File: src/rtl/seg_display_scheduler_pkg.sv
// Shared types and helpers for the 7-segment display scheduler.
// Latency: n/a (types, constants and a pure combinational helper).
// Backpressure: n/a.
//
// Contents:
//   state_t   - scheduler modes (live score, message, game-over score / high score)
//   BLANK_ALL - mask that darkens every digit
//   lz_blank  - leading-zero blank mask for a 4-digit BCD word
package seg_sched_pkg;

    typedef enum logic [1:0] {
        SCORE   = 2'd0,
        MSG     = 2'd1,
        OVER_SC = 2'd2,
        OVER_HI = 2'd3
    } state_t;

    localparam logic [3:0] BLANK_ALL = 4'b1111;

    // Blank zero digits from the most significant end until the first
    // non-zero nibble. Digit 0 always lights so a zero value still shows "0".
    // Non-BCD nibbles are non-zero, so they stop the blanking like any digit.
    function automatic logic [3:0] lz_blank(input logic [15:0] bcd);
        logic [3:0] m;
        m[3] = (bcd[15:12] == 4'd0);
        m[2] = m[3] & (bcd[11:8] == 4'd0);
        m[1] = m[2] & (bcd[7:4] == 4'd0);
        m[0] = 1'b0;
        return m;
    endfunction

endpackage

File: src/rtl/seg_display_scheduler_scan_timer.sv
// Digit scan timer: free-running divider that steps the active digit index.
// Latency: scan_tick/scan_idx update one cycle after the divider terminal count.
// Backpressure: none; runs continuously out of reset.
//
// Ports:
//   clk       in   system clock, rising edge
//   reset     in   asynchronous active-low reset
//   scan_tick out  one-cycle pulse each time scan_idx advances
//   scan_idx  out  active digit 0..3 (0 = units), wraps 3 -> 0
module seg_scan_timer #(
    parameter int SCAN_DIV = 50000
) (
    input  logic       clk,
    input  logic       reset,
    output logic       scan_tick,
    output logic [1:0] scan_idx
);

    localparam int               DIV_W    = $clog2(SCAN_DIV + 1);
    localparam logic [DIV_W-1:0] DIV_LAST = DIV_W'(SCAN_DIV - 1);

    logic [DIV_W-1:0] r_div;

    always_ff @(posedge clk or negedge reset) begin
        if (!reset) begin
            r_div     <= '0;
            scan_tick <= 1'b0;
            scan_idx  <= 2'd0;
        end else if (r_div == DIV_LAST) begin
            r_div     <= '0;
            scan_tick <= 1'b1;
            scan_idx  <= scan_idx + 2'd1;
        end else begin
            r_div     <= r_div + DIV_W'(1);
            scan_tick <= 1'b0;
        end
    end

endmodule

File: src/rtl/seg_display_scheduler.sv
// Display scheduler: picks live score, a timed message, or game-over score/high-score for a 4-digit display.
// Latency: all outputs registered; an input change reaches disp_* one cycle later, msg_ack in the accepting cycle's next edge.
// Backpressure: msg_req is a level held until msg_ack; requests are refused while game_over is high and stay pending.
//
// Optional build macro SEG_SCHED_BLINK_EN: blinks the whole display in the
// game-over score phase (dark on odd BLINK_PERIOD halves).
//
// Ports:
//   clk          in   system clock, rising edge
//   reset        in   asynchronous active-low reset
//   score_bcd    in   live score, 4 BCD digits, [3:0] = units
//   game_over    in   level, high while the game is over
//   msg_req      in   message request level, held until msg_ack
//   msg_bcd      in   message digits, captured in the accepting cycle
//   msg_ack      out  one-cycle pulse, message accepted
//   disp_bcd     out  digits to display
//   disp_blank   out  per-digit blank mask (1 = dark)
//   scan_idx     out  active digit 0..3
//   scan_tick    out  one-cycle pulse when scan_idx advances
//   hiscore_bcd  out  high score
module seg_display_scheduler
    import seg_sched_pkg::*;
#(
    parameter int SCAN_DIV     = 50000,
    parameter int MSG_HOLD     = 100000000,
    parameter int ALT_PERIOD   = 150000000
`ifdef SEG_SCHED_BLINK_EN
    ,
    parameter int BLINK_PERIOD = 25000000
`endif
) (
    input  logic        clk,
    input  logic        reset,
    input  logic [15:0] score_bcd,
    input  logic        game_over,
    input  logic        msg_req,
    input  logic [15:0] msg_bcd,
    output logic        msg_ack,
    output logic [15:0] disp_bcd,
    output logic [3:0]  disp_blank,
    output logic [1:0]  scan_idx,
    output logic        scan_tick,
    output logic [15:0] hiscore_bcd
);

    localparam int                HOLD_W    = $clog2(MSG_HOLD + 1);
    localparam logic [HOLD_W-1:0] HOLD_LAST = HOLD_W'(MSG_HOLD - 1);
    localparam int                ALT_W     = $clog2(ALT_PERIOD + 1);
    localparam logic [ALT_W-1:0]  ALT_LAST  = ALT_W'(ALT_PERIOD - 1);

    seg_scan_timer #(
        .SCAN_DIV (SCAN_DIV)
    ) u_scan (
        .clk       (clk),
        .reset     (reset),
        .scan_tick (scan_tick),
        .scan_idx  (scan_idx)
    );

    state_t              r_state;
    logic [HOLD_W-1:0]   r_hold;
    logic [ALT_W-1:0]    r_alt;
    logic [15:0]         r_msg;
    logic                r_go_d;
    logic                r_msg_armed;

    state_t              w_nxt_state;
    logic                w_go_rise;
    logic                w_accept;
    logic [15:0]         w_nxt_disp;
    logic [3:0]          w_nxt_blank;
    logic [15:0]         w_nxt_hiscore;

    assign w_go_rise = game_over & ~r_go_d;
    // Only a fresh request is taken: r_msg_armed drops on ack and re-arms
    // once msg_req has been seen low, so a held request is not replayed.
    assign w_accept  = (r_state == SCORE) & msg_req & r_msg_armed & ~game_over;

    assign w_nxt_hiscore = (w_go_rise && (score_bcd > hiscore_bcd)) ? score_bcd : hiscore_bcd;

    always_comb begin
        w_nxt_state = r_state;
        case (r_state)
            SCORE: begin
                if (w_go_rise)     w_nxt_state = OVER_SC;
                else if (w_accept) w_nxt_state = MSG;
            end
            MSG: begin
                if (game_over)               w_nxt_state = OVER_SC;
                else if (r_hold == HOLD_LAST) w_nxt_state = SCORE;
            end
            OVER_SC: begin
                if (!game_over)             w_nxt_state = SCORE;
                else if (r_alt == ALT_LAST) w_nxt_state = OVER_HI;
            end
            OVER_HI: begin
                if (!game_over)             w_nxt_state = SCORE;
                else if (r_alt == ALT_LAST) w_nxt_state = OVER_SC;
            end
            default: w_nxt_state = SCORE;
        endcase
    end

    // Display content follows the state being entered so disp_* changes on
    // the same edge as the state register.
    always_comb begin
        w_nxt_disp = score_bcd;
        case (w_nxt_state)
            MSG:     w_nxt_disp = w_accept ? msg_bcd : r_msg;
            OVER_HI: w_nxt_disp = hiscore_bcd;
            default: w_nxt_disp = score_bcd;
        endcase
    end

`ifdef SEG_SCHED_BLINK_EN
    localparam int                 BLINK_W    = $clog2(BLINK_PERIOD + 1);
    localparam logic [BLINK_W-1:0] BLINK_LAST = BLINK_W'(BLINK_PERIOD - 1);

    logic [BLINK_W-1:0] r_blink_cnt;
    logic               r_blink_odd;
    logic [BLINK_W-1:0] w_nxt_blink_cnt;
    logic               w_nxt_blink_odd;

    // Blink phase restarts (lit) every time OVER_SC is entered.
    always_comb begin
        w_nxt_blink_cnt = '0;
        w_nxt_blink_odd = 1'b0;
        if (r_state == OVER_SC && w_nxt_state == OVER_SC) begin
            if (r_blink_cnt == BLINK_LAST) begin
                w_nxt_blink_cnt = '0;
                w_nxt_blink_odd = ~r_blink_odd;
            end else begin
                w_nxt_blink_cnt = r_blink_cnt + BLINK_W'(1);
                w_nxt_blink_odd = r_blink_odd;
            end
        end
    end

    always_ff @(posedge clk or negedge reset) begin
        if (!reset) begin
            r_blink_cnt <= '0;
            r_blink_odd <= 1'b0;
        end else begin
            r_blink_cnt <= w_nxt_blink_cnt;
            r_blink_odd <= w_nxt_blink_odd;
        end
    end

    assign w_nxt_blank = (w_nxt_state == OVER_SC && w_nxt_blink_odd) ? BLANK_ALL : lz_blank(w_nxt_disp);
`else
    assign w_nxt_blank = lz_blank(w_nxt_disp);
`endif

    always_ff @(posedge clk or negedge reset) begin
        if (!reset) begin
            r_state     <= SCORE;
            r_hold      <= '0;
            r_alt       <= '0;
            r_msg       <= '0;
            r_go_d      <= 1'b0;
            r_msg_armed <= 1'b1;
            msg_ack     <= 1'b0;
            disp_bcd    <= '0;
            disp_blank  <= 4'b1110;
            hiscore_bcd <= '0;
        end else begin
            r_state     <= w_nxt_state;
            r_go_d      <= game_over;
            msg_ack     <= w_accept;
            disp_bcd    <= w_nxt_disp;
            disp_blank  <= w_nxt_blank;
            hiscore_bcd <= w_nxt_hiscore;

            if (w_accept) r_msg <= msg_bcd;

            if (w_accept)     r_msg_armed <= 1'b0;
            else if (!msg_req) r_msg_armed <= 1'b1;

            // Counters restart on every state change, so neither can wrap.
            if (w_nxt_state != r_state || r_state != MSG) r_hold <= '0;
            else                                          r_hold <= r_hold + HOLD_W'(1);

            if (w_nxt_state != r_state || (r_state != OVER_SC && r_state != OVER_HI)) r_alt <= '0;
            else                                                                      r_alt <= r_alt + ALT_W'(1);
        end
    end

endmodule

File: config.mk
export PLATFORM = sky130hd
export DESIGN_NAME = seg_display_scheduler
export DESIGN_NICKNAME = d
export VERILOG_FILES = /design/src/rtl/seg_display_scheduler_pkg.sv /design/src/rtl/seg_display_scheduler_scan_timer.sv /design/src/rtl/seg_display_scheduler.sv
export SDC_FILE = /design/constraint.sdc
export NUM_CORES = 1
export LEC_CHECK = 0
export CELL_PAD_IN_SITES_DETAIL_PLACEMENT = 1
export CELL_PAD_IN_SITES_GLOBAL_PLACEMENT = 1
export CORE_MARGIN = 2
export CORE_UTILIZATION = 47
export DETAILED_ROUTE_END_ITERATION = 16
export GPL_ROUTABILITY_DRIVEN = 1
export PLACE_DENSITY = 0.92
export SLEW_MARGIN = 20
export SYNTH_ARGS = -nofsm -noshare
export SYNTH_HDL_FRONTEND = slang
export SYNTH_HIERARCHICAL = 1
export SYNTH_SLANG_ARGS = --single-unit
File: constraint.sdc
create_clock -name clk -period 5.8 [get_ports clk]
set_clock_uncertainty 0.15 [all_clocks]
set_input_delay 1.74 -clock clk [delete_from_list [all_inputs] [get_ports clk]]
set_output_delay 1.74 -clock clk [all_outputs]
set_load 0.02 [all_outputs]
== Word-level counts from Yosys, hierarchy flattened ==
Cells that the tools add are included.
Storage, ports and cells
  output and inout bits: 40
  logic and storage cells: 64
  bits in registers: 130
  bits of input ports: 36
Cells by class
  magnitude comparators: 1
  multiplexer cells: 17
  equal/unequal tests: 13
  add/subtract/negate cells: 4
  bitwise gates (word level): 8
  reduce and logical (&&, ||, !) cells: 8
Operators with widths (number)
  2-to-1 mux 16 bit: 2
  one-hot mux 16 bit (2 select lines): 1
  adder 28 x 1 -> 28 bit, second input constant: 1
  == test 28 bit, second input constant: 1
  2-to-1 mux 28 bit: 1
  adder 27 x 1 -> 27 bit, second input constant: 1
  == test 27 bit, second input constant: 1
  2-to-1 mux 27 bit: 1
  adder 16 x 1 -> 16 bit, second input constant: 1
  == test 16 bit, second input constant: 1
  greater-than comparator 16 bit: 1
  2-to-1 mux 2 bit: 8
  logical NOT 4 bit: 3
  one-hot mux 2 bit (4 select lines): 1
  bitwise AND 1 bit: 6
  == test 2 bit, second input constant: 3
  == test 2 x 1 -> 1 bit, second input constant: 2
  != test 2 x 1 -> 1 bit, second input constant: 2
  != test 2 bit, second input constant: 2
  2-to-1 mux 1 bit: 3
  adder 2 x 1 -> 2 bit, second input constant: 1
  logical AND 1 bit: 2
  logical NOT 2 bit: 1
  logical OR 1 bit: 2
  2 further kinds: 3

== Logic depth before layout (Yosys ltp) ==
Gate-level depths: netlist of the first run.
  depth after elaboration: 12
  mapped depth: 11

== Modules after synthesis ==
Netlist of the first run, hierarchy kept.
By module, submodules not included
  seg_display_scheduler: area each 5756.8 µm², cells an instance 584, seq. area each 2782.7 µm², times used 1
  seg_scan_timer: area each 859.6 µm², cells an instance 75, seq. area each 475.5 µm², times used 1

== Worst setup path after synthesis of the first run ==
OpenSTA, ideal clock, no wires.
  kind: input to register
  start point: input port score_bcd[15]
  end point: register hiscore_bcd[5]
  cell stages on the path: 10
  slack: 1.704 ns
  path buffers: 3
  data arrival time: 3.819 ns
  required time: 5.524 ns
  path through: ha_1 nand4_1 or2_2 clkbuf_1 o311a_1 clkbuf_1 clkbuf_1 nand3_1 o211ai_1 a311o_1
Between the ends
  longest elaborated chain between the ends: 2
Ends and longest elaborated chain
  start, declared: RTL line seg_display_scheduler.sv:34  | input logic [15:0] score_bcd,
  greater-than comparator 16 bit: RTL line seg_display_scheduler.sv:79  | assign w_nxt_hiscore = (w_go_rise && (score_bcd > hiscore_bcd)) ? score_bcd : hiscore_bcd;
  logical AND 1 bit: RTL line seg_display_scheduler.sv:79
  end signal, assigned: RTL line seg_display_scheduler.sv:172  | hiscore_bcd <= w_nxt_hiscore;
  end, declared: RTL line seg_display_scheduler.sv:43  | output logic [15:0] hiscore_bcd
Every way passes these cells.
A chain may end at the register's enable or synchronous reset.

== Worst setup path after layout of the first run ==
  start point: input port game_over
  end point: register disp_blank[1]
Between the ends
  longest elaborated chain between the ends: 10
Ends and longest elaborated chain
  start, declared: RTL line seg_display_scheduler.sv:35  | input logic game_over,
  inverter 1 bit: RTL line seg_display_scheduler.sv:77  | assign w_accept = (r_state == SCORE) & msg_req & r_msg_armed & ~game_over;
  bitwise AND 1 bit: RTL line seg_display_scheduler.sv:77
  2-to-1 mux 2 bit: RTL line seg_display_scheduler.sv:86  | else if (w_accept) w_nxt_state = MSG;
  2-to-1 mux 2 bit: RTL line seg_display_scheduler.sv:85  | if (w_go_rise) w_nxt_state = OVER_SC;
  one-hot mux 2 bit (4 select lines): RTL line seg_display_scheduler.sv:83  | case (r_state)
  == test 2 bit or == test 2 x 1 -> 1 bit (tied branches): RTL line seg_display_scheduler.sv:108  | case (w_nxt_state)
  one-hot mux 16 bit (2 select lines) (*): RTL line seg_display_scheduler.sv:108
  net w_nxt_disp[15]: RTL line seg_display_scheduler.sv:70  | logic [15:0] w_nxt_disp;
  logical NOT 4 bit (*): RTL line seg_display_scheduler_pkg.sv:25  | m[3] = (bcd[15:12] == 4'd0);
  bitwise AND 1 bit (*): RTL line seg_display_scheduler_pkg.sv:26  | m[2] = m[3] & (bcd[11:8] == 4'd0);
  bitwise AND 1 bit (*): RTL line seg_display_scheduler_pkg.sv:27  | m[1] = m[2] & (bcd[7:4] == 4'd0);
  net w_nxt_blank[1]: RTL line seg_display_scheduler.sv:71  | logic [3:0] w_nxt_blank;
  end signal, assigned: RTL line seg_display_scheduler.sv:171  | disp_blank <= w_nxt_blank;
  end, declared: RTL line seg_display_scheduler.sv:40  | output logic [3:0] disp_blank,
The timed path passes the listed nets; every way through them passes the cells marked *.

==> impl_metrics.toml, run 1 <==
[yosys]
synth_edf_count = 0
ys_seq_area_share_pct = 49.2
avgSynthCellArea_um2 = 10.0
async_flop_share_pct = 100
ys.flop_type = "dfrtp_1"
synth.distinct_cells = 58
syn_inst = 659
syn_area_mm2 = 0.00662
ys_ff_latch = 130
ys.warnings.count = 6
postSynthNetCount = 714

[clocking]
postCtsSetupRepairBufs = 0
clkSinkCount = 130
clock_latency_ns = 0.43
numCtsBuffers = 17
clock_path_buffers = 2
post_cts_resized = 0
cts_tree = "done"
clkTransAtPathRegs_ns = 0.06
ctsHoldBuffers = 0
h-tree-depth = 4
cts_root_buf = "clkbuf_16"

[place]
io_buffers = 74
hpwl_um = 13500
place_congestion = 0.826

[worst_setup_path]
crit_path_end_kind = "flip-flop"
setup.worst_path.start_class = "primary input"
arrival_ns = 4.81
cp_max_fo = 8
slowest_stage = "or4_4"
cp_cell_sequence = "clkdlybuf4s50_1 > nor3_1 > nand3_1 > mux2_2 > nor2b_1 > a221o_1 > or4_4 > nor4b_2"
slowest_delay_ns = 0.56
crit_type = "primary input to flip-flop"
required_ns = 6.00

[detailed_routing]
top_layer_used = "met4"
route.met2.wl_um = 10500
wl_met3_um = 1100
vias = 5588
route.detailed.drc = 0
totalWireLength_um = 20200
final_antenna_net_count = 0
dr.pass1.iters = 5
route.detailed.wl_per_inst_um = 21.8
drt_iter0_drc = 446
wl_met1_um = 7840
routed_via_density = 6.03

[floorplan]
fp-row-count = 43
dieArea_mm2 = 0.0150
fp.coreArea_mm2 = 0.0138
start_util_pct = 47.9
io-pin-count = 76
die_width_um = 123
die_y_um = 123

[power_and_ir_drop]
p_sw_share_pct = 26.3
power_per_cell_area_mw_per_mm2 = 290
p_clk_share_pct = 46.0
power.internal_w = 0.00174
power_frac_seq_pct = 42.4
p_leak_nw = 3.53
p_comb_share_pct = 11.7
power_switching_w = 0.000621
ir_worst_vdd_uv = 227
power.total_w = 0.00236

[finish]
layout-area-overhead-vs-synth_pct = 22.9
layout.nets = 788
n_fill_cell = 1507
drive_gt1_share_pct = 9.52
diodes = 0

[global_routing]
grt_pass1_wl_um = 32100
grt_overflow = 0
antenna_found_initial = 0
grt_max_degree = 55
grt_pass1_vias = 6132
track_usage_pct = 28.2

[worst_hold_path]
hp-class = "flip-flop to flip-flop"

[run_status]
outcome = "finished, final reports clean"

[timing]
setup-tns-final_ns = 0
worst_pin_slew_ns = 1.06
finalSetupViolations = 0
hold_violations = 0
slew_violations = 0
period_needed_ns = 4.61
relSlewSlack_pct = 29.3
finalCritPeriodShare_pct = 79.5
rsz0062_at_grt = "no"
fmax_ghz = 0.217

[job]
maxCapViolations = 0
==> cell usage in the layout (no fill, tap or decap), drive strengths merged, types with 5 or more instances in the layout <==
| master | Yosys | layout |
|---|---|---|
| nand3 | 75 | 75 |
| xnor2 | 28 | 28 |
| mux2i | 5 | 5 |
| inv | 31 | 34 |
| buf | 3 | 10 |
| and3 | 11 | 11 |
| clkdlybuf4s50 | 0 | 73 |
| nand2 | 30 | 30 |
| ha | 19 | 19 |
| o21ai | 11 | 11 |
| nor3 | 12 | 12 |
| nor2b | 12 | 12 |
| a21oi | 10 | 10 |
| dfrtp | 126 | 126 |
| and4 | 5 | 5 |
| a311o | 16 | 16 |
| clkbuf | 25 | 18 |
| a221o | 11 | 11 |
| xor2 | 35 | 35 |
| nand4 | 15 | 15 |
| a21o | 7 | 7 |
| o211ai | 15 | 15 |
| clkinv | 0 | 7 |
| nor2 | 91 | 91 |
| nor4bb | 5 | 5 |
| mux2 | 11 | 11 |
==> worst max-delay path, delay by kind of cell <==
| family | cells | cell delay, ns |
|---|---|---|
| mux | 1 | 0.45 |
| compound gates | 1 | 0.30 |
| simple gates | 5 | 1.77 |
| buf+inv | 1 | 0.54 |
==> power groups by stage <==
stage	clock [W]	sequential, W	combinational, W
5_1_grt	0.00113	0.00100	0.000293
6_report	0.00108	0.00100	0.000275
3_5_place_dp	0	0.00101	0.000269
4_1_cts	0.00110	0.000999	0.000276
2_1_floorplan	0	0.00102	0.000117
3_3_place_gp	0	0.00101	0.000252
==> through the flow <==
| stage | util [%] | std cells | worst slack, ns | cell area (um^2) | hold slack, ns |
|---|---|---|---|---|---|
| CTS | 58.8 | 926 | 1.22 | 8130 | 0.342 |
| global route | 58.8 | 926 | 1.00 | 8130 | 0.368 |
| global placement | 54.5 | 894 | 0.995 | 7540 | 0.308 |
| finish | 58.8 | 926 | 1.19 | 8130 | 0.336 |
| detailed placement | 54.5 | 894 | 0.832 | 7540 | 0.335 |
| floorplan | - | 659 | 1.70 | 6620 | 0.295 |
==> synthesized netlist by cell type, drive strengths merged (10+ instances only) <==
master,n,area share [%]
nor2b,12,1.1
nor2,91,5.2
o211ai,15,1.7
xnor2,28,3.7
clkbuf,25,1.4
a311o,16,2.4
ha,19,3.6
and3,11,1.1
xor2,35,4.6
a221o,11,1.7
a21oi,10,0.81
nand4,15,1.4
mux2,11,1.9
o21ai,11,0.83
nand2,30,1.7
dfrtp,126,48
nand3,75,5.9
inv,31,1.8
nor3,12,0.91
==> routing by layer <==
metal | vias up | track usage (%)
met4 | 0 | 15.4
li1 | 2502 | -
met1 | 2824 | 32.3
met3 | 67 | 6.46
met2 | 195 | 48.8
met5 | - | 0
==> cell type report <==
cell class / instances / area, um^2 / share of cell area, %
sequential: 130 / 3260 / 40.1
clock inverter: 14 / 155 / 1.91
multi-input combinational: 470 / 3130 / 38.5
inverter: 31 / 116 / 1.43
timing repair buffer: 83 / 806 / 9.91
tap: 180 / 225 / 2.77
clock buffer: 18 / 439 / 5.40
==> logic make-up after synthesis <==
| kind of cell | Yosys count | synth area share, % |
|---|---|---|
| multiplexers | 16 | 2.63 |
| flip-flops | 130 | 49.2 |
| buffers and inverters | 59 | 3.44 |
| adder cells (fa/ha/maj) | 19 | 3.59 |
| AO/OA/AOI/OAI | 91 | 11.1 |
| XOR/XNOR | 63 | 8.34 |
| other | 1 | 0.0567 |
| AND/OR/NAND/NOR | 280 | 21.6 |
==> sequential cells by signal, indices dropped and copies added (netlist names) <==
signal,flops
disp_bcd,16
disp_blank,3
hiscore_bcd,16
msg_ack,1
r_alt,28
r_go_d,1
r_hold,27
r_msg,16
r_msg_armed,1
r_state,2
u_scan/r_div,16
u_scan/scan_idx,2
u_scan/scan_tick,1
==> path summary, 6_finish.rpt <==
check                                    start                      end  slack [ns]  cells past startpoint
min in group asynchronous                reset     r_hold[14]$_DFF_PN0_        1.20                      1
setup reg to reg           r_alt[11]$_DFF_PN0_  disp_blank[1]$_DFF_PN1_        2.10                      8
hold / removal              r_alt[0]$_DFF_PN0_       r_alt[0]$_DFF_PN0_        0.34                      1
hold reg to reg             r_alt[0]$_DFF_PN0_       r_alt[0]$_DFF_PN0_        0.34                      1
setup / recovery                     game_over  disp_blank[1]$_DFF_PN1_        1.19                      8
max in group asynchronous                reset  r_msg_armed$_DFFE_PN1P_        3.24                      2
No activity file was read; power rests on OpenSTA's default activity.
==> run 2: changes to the inputs <==
--- a/config.mk
+++ b/config.mk
@@ -8,10 +8,10 @@
 export CELL_PAD_IN_SITES_DETAIL_PLACEMENT = 1
 export CELL_PAD_IN_SITES_GLOBAL_PLACEMENT = 1
 export CORE_MARGIN = 2
-export CORE_UTILIZATION = 47
+export CORE_UTILIZATION = 40
 export DETAILED_ROUTE_END_ITERATION = 16
 export GPL_ROUTABILITY_DRIVEN = 1
-export PLACE_DENSITY = 0.92
+export PLACE_DENSITY = 0.84
 export SLEW_MARGIN = 20
 export SYNTH_ARGS = -nofsm -noshare
 export SYNTH_HDL_FRONTEND = slang
==> constraint.sdc (replaced) <==
create_clock -name clk -period 4.2 [get_ports clk]
set_clock_uncertainty 0.15 [all_clocks]
set_input_delay 1.26 -clock clk [delete_from_list [all_inputs] [get_ports clk]]
set_output_delay 1.26 -clock clk [all_outputs]
set_load 0.02 [all_outputs]
==> impl_metrics.toml, run 2 (synthesis results as in run 1) <==
[worst_setup_path]
endpoint = "hiscore_bcd[0]$_DFFE_PN0P_"
cp_max_fo = 4
required_ns = 4.36
reg2reg_slack_ns = 0.62
crit_type = "primary input to flip-flop"
arrival_ns = 3.91
reg2reg_depth = 9
crit_path_end_kind = "flip-flop"
setup.worst_path.start_class = "primary input"
critPathLaunch = "score_bcd[13]"
reg2reg_from = "r_alt[0]$_DFF_PN0_"
rr_endpoint = "disp_blank[1]$_DFF_PN1_"

[clocking]
numCtsBuffers = 17
postCtsSetupRepairBufs = 0
post_cts_resized = 0
clock_latency_ns = 0.43
clock_path_buffers = 2
cts_tree = "done"
h-tree-depth = 4
clkTransAtPathRegs_ns = 0.06
cts_root_buf = "clkbuf_16"
clkSinkCount = 130
ctsHoldBuffers = 0

[floorplan]
die_width_um = 133
die_y_um = 133
dieArea_mm2 = 0.0176
start_util_pct = 40.5
fp-row-count = 47
fp.coreArea_mm2 = 0.0163
io-pin-count = 76

[place]
placed_area_mm2 = 0.00769
hpwl_um = 13000
io_buffers = 74
place_congestion = 0.849

[power_and_ir_drop]
p_comb_share_pct = 11.6
power_switching_w = 0.000828
p_clk_share_pct = 46.9
ir_worst_vdd_uv = 321
power_per_cell_area_mw_per_mm2 = 400
power.total_w = 0.00332
power_frac_seq_pct = 41.5
power.internal_w = 0.00250
p_leak_nw = 3.58
p_sw_share_pct = 24.9

[finish]
largest_register = "r_alt"
reg_top3 = "r_alt: 28 flops, r_hold: 27 flops"
largest_reg_flops = 28
stdcell_area_mm2 = 0.00830
final_common_cell = "dfrtp_1"
drive_gt1_share_pct = 10.4
layout_common_cells = "dfrtp_1, nor2_1, nand3_1"
layout.nets = 796
final_util_pct = 50.8
diodes = 0
layout-area-overhead-vs-synth_pct = 25.5

[global_routing]
use_met3_pct = 4.87
grt_pass1_vias = 6204
groute.layer.met1.usage_pct = 28.0
track_usage_pct = 23.2
grt_max_degree = 80
antenna_found_initial = 0
top_usage_layer = "met2"
grt_overflow = 0
met2_usage_pct = 40.3
grt_pass1_wl_um = 32300

[timing]
hold_ws_ns = 0.326
worst_pin_slew_ns = 0.798
fmax_ghz = 0.266
relSlewSlack_pct = 46.4
finalCritPeriodShare_pct = 89.4
setup-tns-final_ns = 0
slew_violations = 0
period_needed_ns = 3.75
rsz0062_at_grt = "no"
hold_violations = 0
finalSetupViolations = 0

[detailed_routing]
routed_via_density = 5.72
vias = 5563
dr.pass1.iters = 5
final_antenna_net_count = 0
route.detailed.wl_per_inst_um = 20.0
totalWireLength_um = 19500
drt_iter0_drc = 279
route.detailed.drc = 0

[run_status]
outcome = "finished, final reports clean"

[worst_hold_path]
hp-class = "flip-flop to flip-flop"

[job]
maxCapViolations = 0
-- run 2: changes by cell type in the layout (fill, tap and decap cells not counted), sizes merged --
cell,delta
buf,+8
bufinv,+2
clkbuf,-1
clkinv,-2
clkinvlp,+3
inv,-3
-- run 2: per-layer routing --
| layer | routed length (um) | up-vias |
|---|---|---|
| met4 | 457 | 0 |
| li1 | - | 2507 |
| met5 | 0 | - |
| met2 | 10100 | 134 |
| met1 | 8210 | 2884 |
| met3 | 705 | 38 |
-- run 2: power by group through the flow --
stage	logic [W]	clock network, W	registers [W]
6_report	0.000386	0.00156	0.00138
5_1_grt	0.000414	0.00165	0.00139
4_1_cts	0.000389	0.00159	0.00138
3_5_place_dp	0.000378	0	0.00140
3_3_place_gp	0.000360	0	0.00139
2_1_floorplan	0.000161	0	0.00141
-- run 2: how the worst min path moves through the flow --
stage                              startpoint                        endpoint  slack, ns  cells past startpoint
6_report       u_scan/scan_idx[1]$_DFFE_PN0N_  u_scan/scan_idx[1]$_DFFE_PN0N_       0.33                      1
5_1_grt                    r_msg[4]$_DFF_PN0_              r_msg[4]$_DFF_PN0_       0.36                      1
4_1_cts        u_scan/scan_idx[1]$_DFFE_PN0N_  u_scan/scan_idx[1]$_DFFE_PN0N_       0.33                      1
3_5_place_dp   u_scan/scan_idx[1]$_DFFE_PN0N_  u_scan/scan_idx[1]$_DFFE_PN0N_       0.32                      1
3_3_place_gp               r_msg[0]$_DFF_PN0_              r_msg[0]$_DFF_PN0_       0.31                      2
2_1_floorplan              r_msg[0]$_DFF_PN0_              r_msg[0]$_DFF_PN0_       0.29                      2
-- run 2: critical path, stage by stage --
cell and delay [ns]:
clkdlybuf4s50_1 0.51, ha_1 0.36, nand4_1 0.18, or2_2 0.39, o311ai_0 0.66, o311ai_0 0.24
a311o_1 0.31
-- run 2: final cells by class --
cell class / instances / area, um^2
timing repair buffer: 91 / 903
fill: 1839 / 8050
clock buffer: 17 / 425
inverter: 31 / 116
sequential: 130 / 3260
clock inverter: 14 / 190
tap: 220 / 275
multi-input combinational: 470 / 3130
-- run 2: through the flow --
| step | setup slack [ns] | cells |
|---|---|---|
| floorplan | 0.584 | 659 |
| global placement | 0.105 | 942 |
| detailed placement | 0.0215 | 942 |
| CTS | 0.454 | 973 |
| global route | 0.286 | 973 |
| finish | 0.447 | 973 |
==> run 3: changes to the inputs <==
--- a/config.mk
+++ b/config.mk
@@ -12,6 +12,7 @@
 export DETAILED_ROUTE_END_ITERATION = 16
 export GPL_ROUTABILITY_DRIVEN = 1
 export PLACE_DENSITY = 0.84
+export SETUP_SLACK_MARGIN = 0.4
 export SLEW_MARGIN = 20
 export SYNTH_ARGS = -nofsm -noshare
 export SYNTH_HDL_FRONTEND = slang
==> impl_metrics.toml, run 3 (synthesis results as in run 1) <==
[global_routing]
grt_pass1_wl_um = 32300
track_usage_pct = 23.2
grt_pass1_vias = 6204
antenna_found_initial = 0
grt_overflow = 0
grt_max_degree = 80

[power_and_ir_drop]
power_per_cell_area_mw_per_mm2 = 400
p_sw_share_pct = 24.9
power_frac_seq_pct = 41.5
power.internal_w = 0.00250
p_leak_nw = 3.58
power.total_w = 0.00333
ir_worst_vdd_uv = 321
power_switching_w = 0.000829
p_comb_share_pct = 11.7
p_clk_share_pct = 46.9

[worst_setup_path]
crit_path_end_kind = "flip-flop"
setup.worst_path.start_class = "primary input"
crit_type = "primary input to flip-flop"
required_ns = 4.36
arrival_ns = 3.92
cp_max_fo = 4

[worst_hold_path]
hp-class = "flip-flop to flip-flop"

[timing]
relSlewSlack_pct = 46.1
hold_violations = 0
period_needed_ns = 3.76
finalCritPeriodShare_pct = 89.6
finalSetupViolations = 0
worst_pin_slew_ns = 0.803
setup-tns-final_ns = 0
worst_slack_ns = 0.439
rsz0062_at_grt = "yes"
fmax_ghz = 0.266
slew_violations = 0

[detailed_routing]
route.detailed.wl_per_inst_um = 20.0
drt_iter0_drc = 329
routed_via_density = 5.70
route.detailed.drc = 0
totalWireLength_um = 19400
vias = 5550
final_antenna_net_count = 0
dr.pass1.iters = 4

[floorplan]
fp.coreArea_mm2 = 0.0163
die_y_um = 133
die_width_um = 133
io-pin-count = 76
fp-row-count = 47
dieArea_mm2 = 0.0176
start_util_pct = 40.5

[clocking]
clock_path_buffers = 2
cts_root_buf = "clkbuf_16"
clkSinkCount = 130
numCtsBuffers = 17
clock_latency_ns = 0.43
cts_tree = "done"
clkTransAtPathRegs_ns = 0.06
h-tree-depth = 4

[job]
maxCapViolations = 0

[place]
hpwl_um = 13000
place_congestion = 0.849
place_inst = 942
place_ws_ns = 0.0215
io_buffers = 74

[finish]
layout-area-overhead-vs-synth_pct = 25.6
layout_common_cells = "dfrtp_1, nor2_1, nand3_1, clkdlybuf4s50_1, xor2_1"
final_common_cell = "dfrtp_1"
reg_top3 = "r_alt: 28 flops, r_hold: 27 flops"
final_cells = 973
layout.nets = 796
largest_register = "r_alt"
drive_gt1_share_pct = 10.5
final_util_pct = 50.8
diodes = 0
largest_reg_flops = 28

[run_status]
outcome = "finished, final reports clean"
[run 3: power groups by stage]
stage	logic [W]	clock network, W	registers, W
floorplan	0.000161	0	0.00141
global placement	0.000360	0	0.00139
detailed placement	0.000378	0	0.00140
CTS	0.000389	0.00159	0.00138
global route	0.000414	0.00165	0.00139
finish	0.000388	0.00156	0.00138
[run 3: cell type report]
class                      instances  area [um^2]
clock buffer                      17          425
clock inverter                    14          190
fill                            1839         8040
inverter                          31          116
multi-input combinational        470         3140
sequential                       130         3260
tap                              220          275
timing repair buffer              91          903
[run 3: timing repair]
action | CTS | global route
gates resized for setup | 0 | 1
hold buffers | 0 | 0
setup endpoints to repair | 0 | 2
buffers inserted | 0 | 0
[run 3: metrics by stage]
stage	hold WS (ns)	cell area [um^2]
after floorplan	0.295	6620
after global placement	0.308	7680
after detailed placement	0.320	7690
after global routing	0.362	8310
after CTS	0.332	8300
final	0.326	8310
[run 3: final timing paths]
path / end / from / slack [ns] / cells after the start
worst max-delay path: hiscore_bcd[0]$_DFFE_PN0P_ / score_bcd[15] / 0.44 / 7
max in group asynchronous: r_msg_armed$_DFFE_PN1P_ / reset / 2.61 / 2
worst min register to register: u_scan/scan_idx[1]$_DFFE_PN0N_ / u_scan/scan_idx[1]$_DFFE_PN0N_ / 0.33 / 1
worst max register to register: disp_blank[1]$_DFF_PN1_ / r_alt[0]$_DFF_PN0_ / 0.62 / 9
worst min-delay path: u_scan/scan_idx[1]$_DFFE_PN0N_ / u_scan/scan_idx[1]$_DFFE_PN0N_ / 0.33 / 1
min in group asynchronous: r_hold[16]$_DFF_PN0_ / reset / 0.53 / 1
[run 3: worst max-delay path: stages]
cell and delay, ns:
clkdlybuf4s50_1 0.52, ha_1 0.36, nand4_1 0.19, or2_2 0.39, o311ai_0 0.66, o311ai_0 0.24, a311o_1 0.31
[run 3: per-layer routing]
| layer | share of wire (%) | global-route usage (%) | wire length, um | vias to the layer above |
|---|---|---|---|---|
| met4 | 2.2 | 9.44 | 434 | 0 |
| met1 | 42 | 28.0 | 8140 | 2879 |
| met2 | 52 | 40.3 | 10100 | 131 |
| met3 | 4.1 | 4.87 | 796 | 37 |
| met5 | 0 | 0 | 0 | - |
| li1 | - | - | - | 2503 |
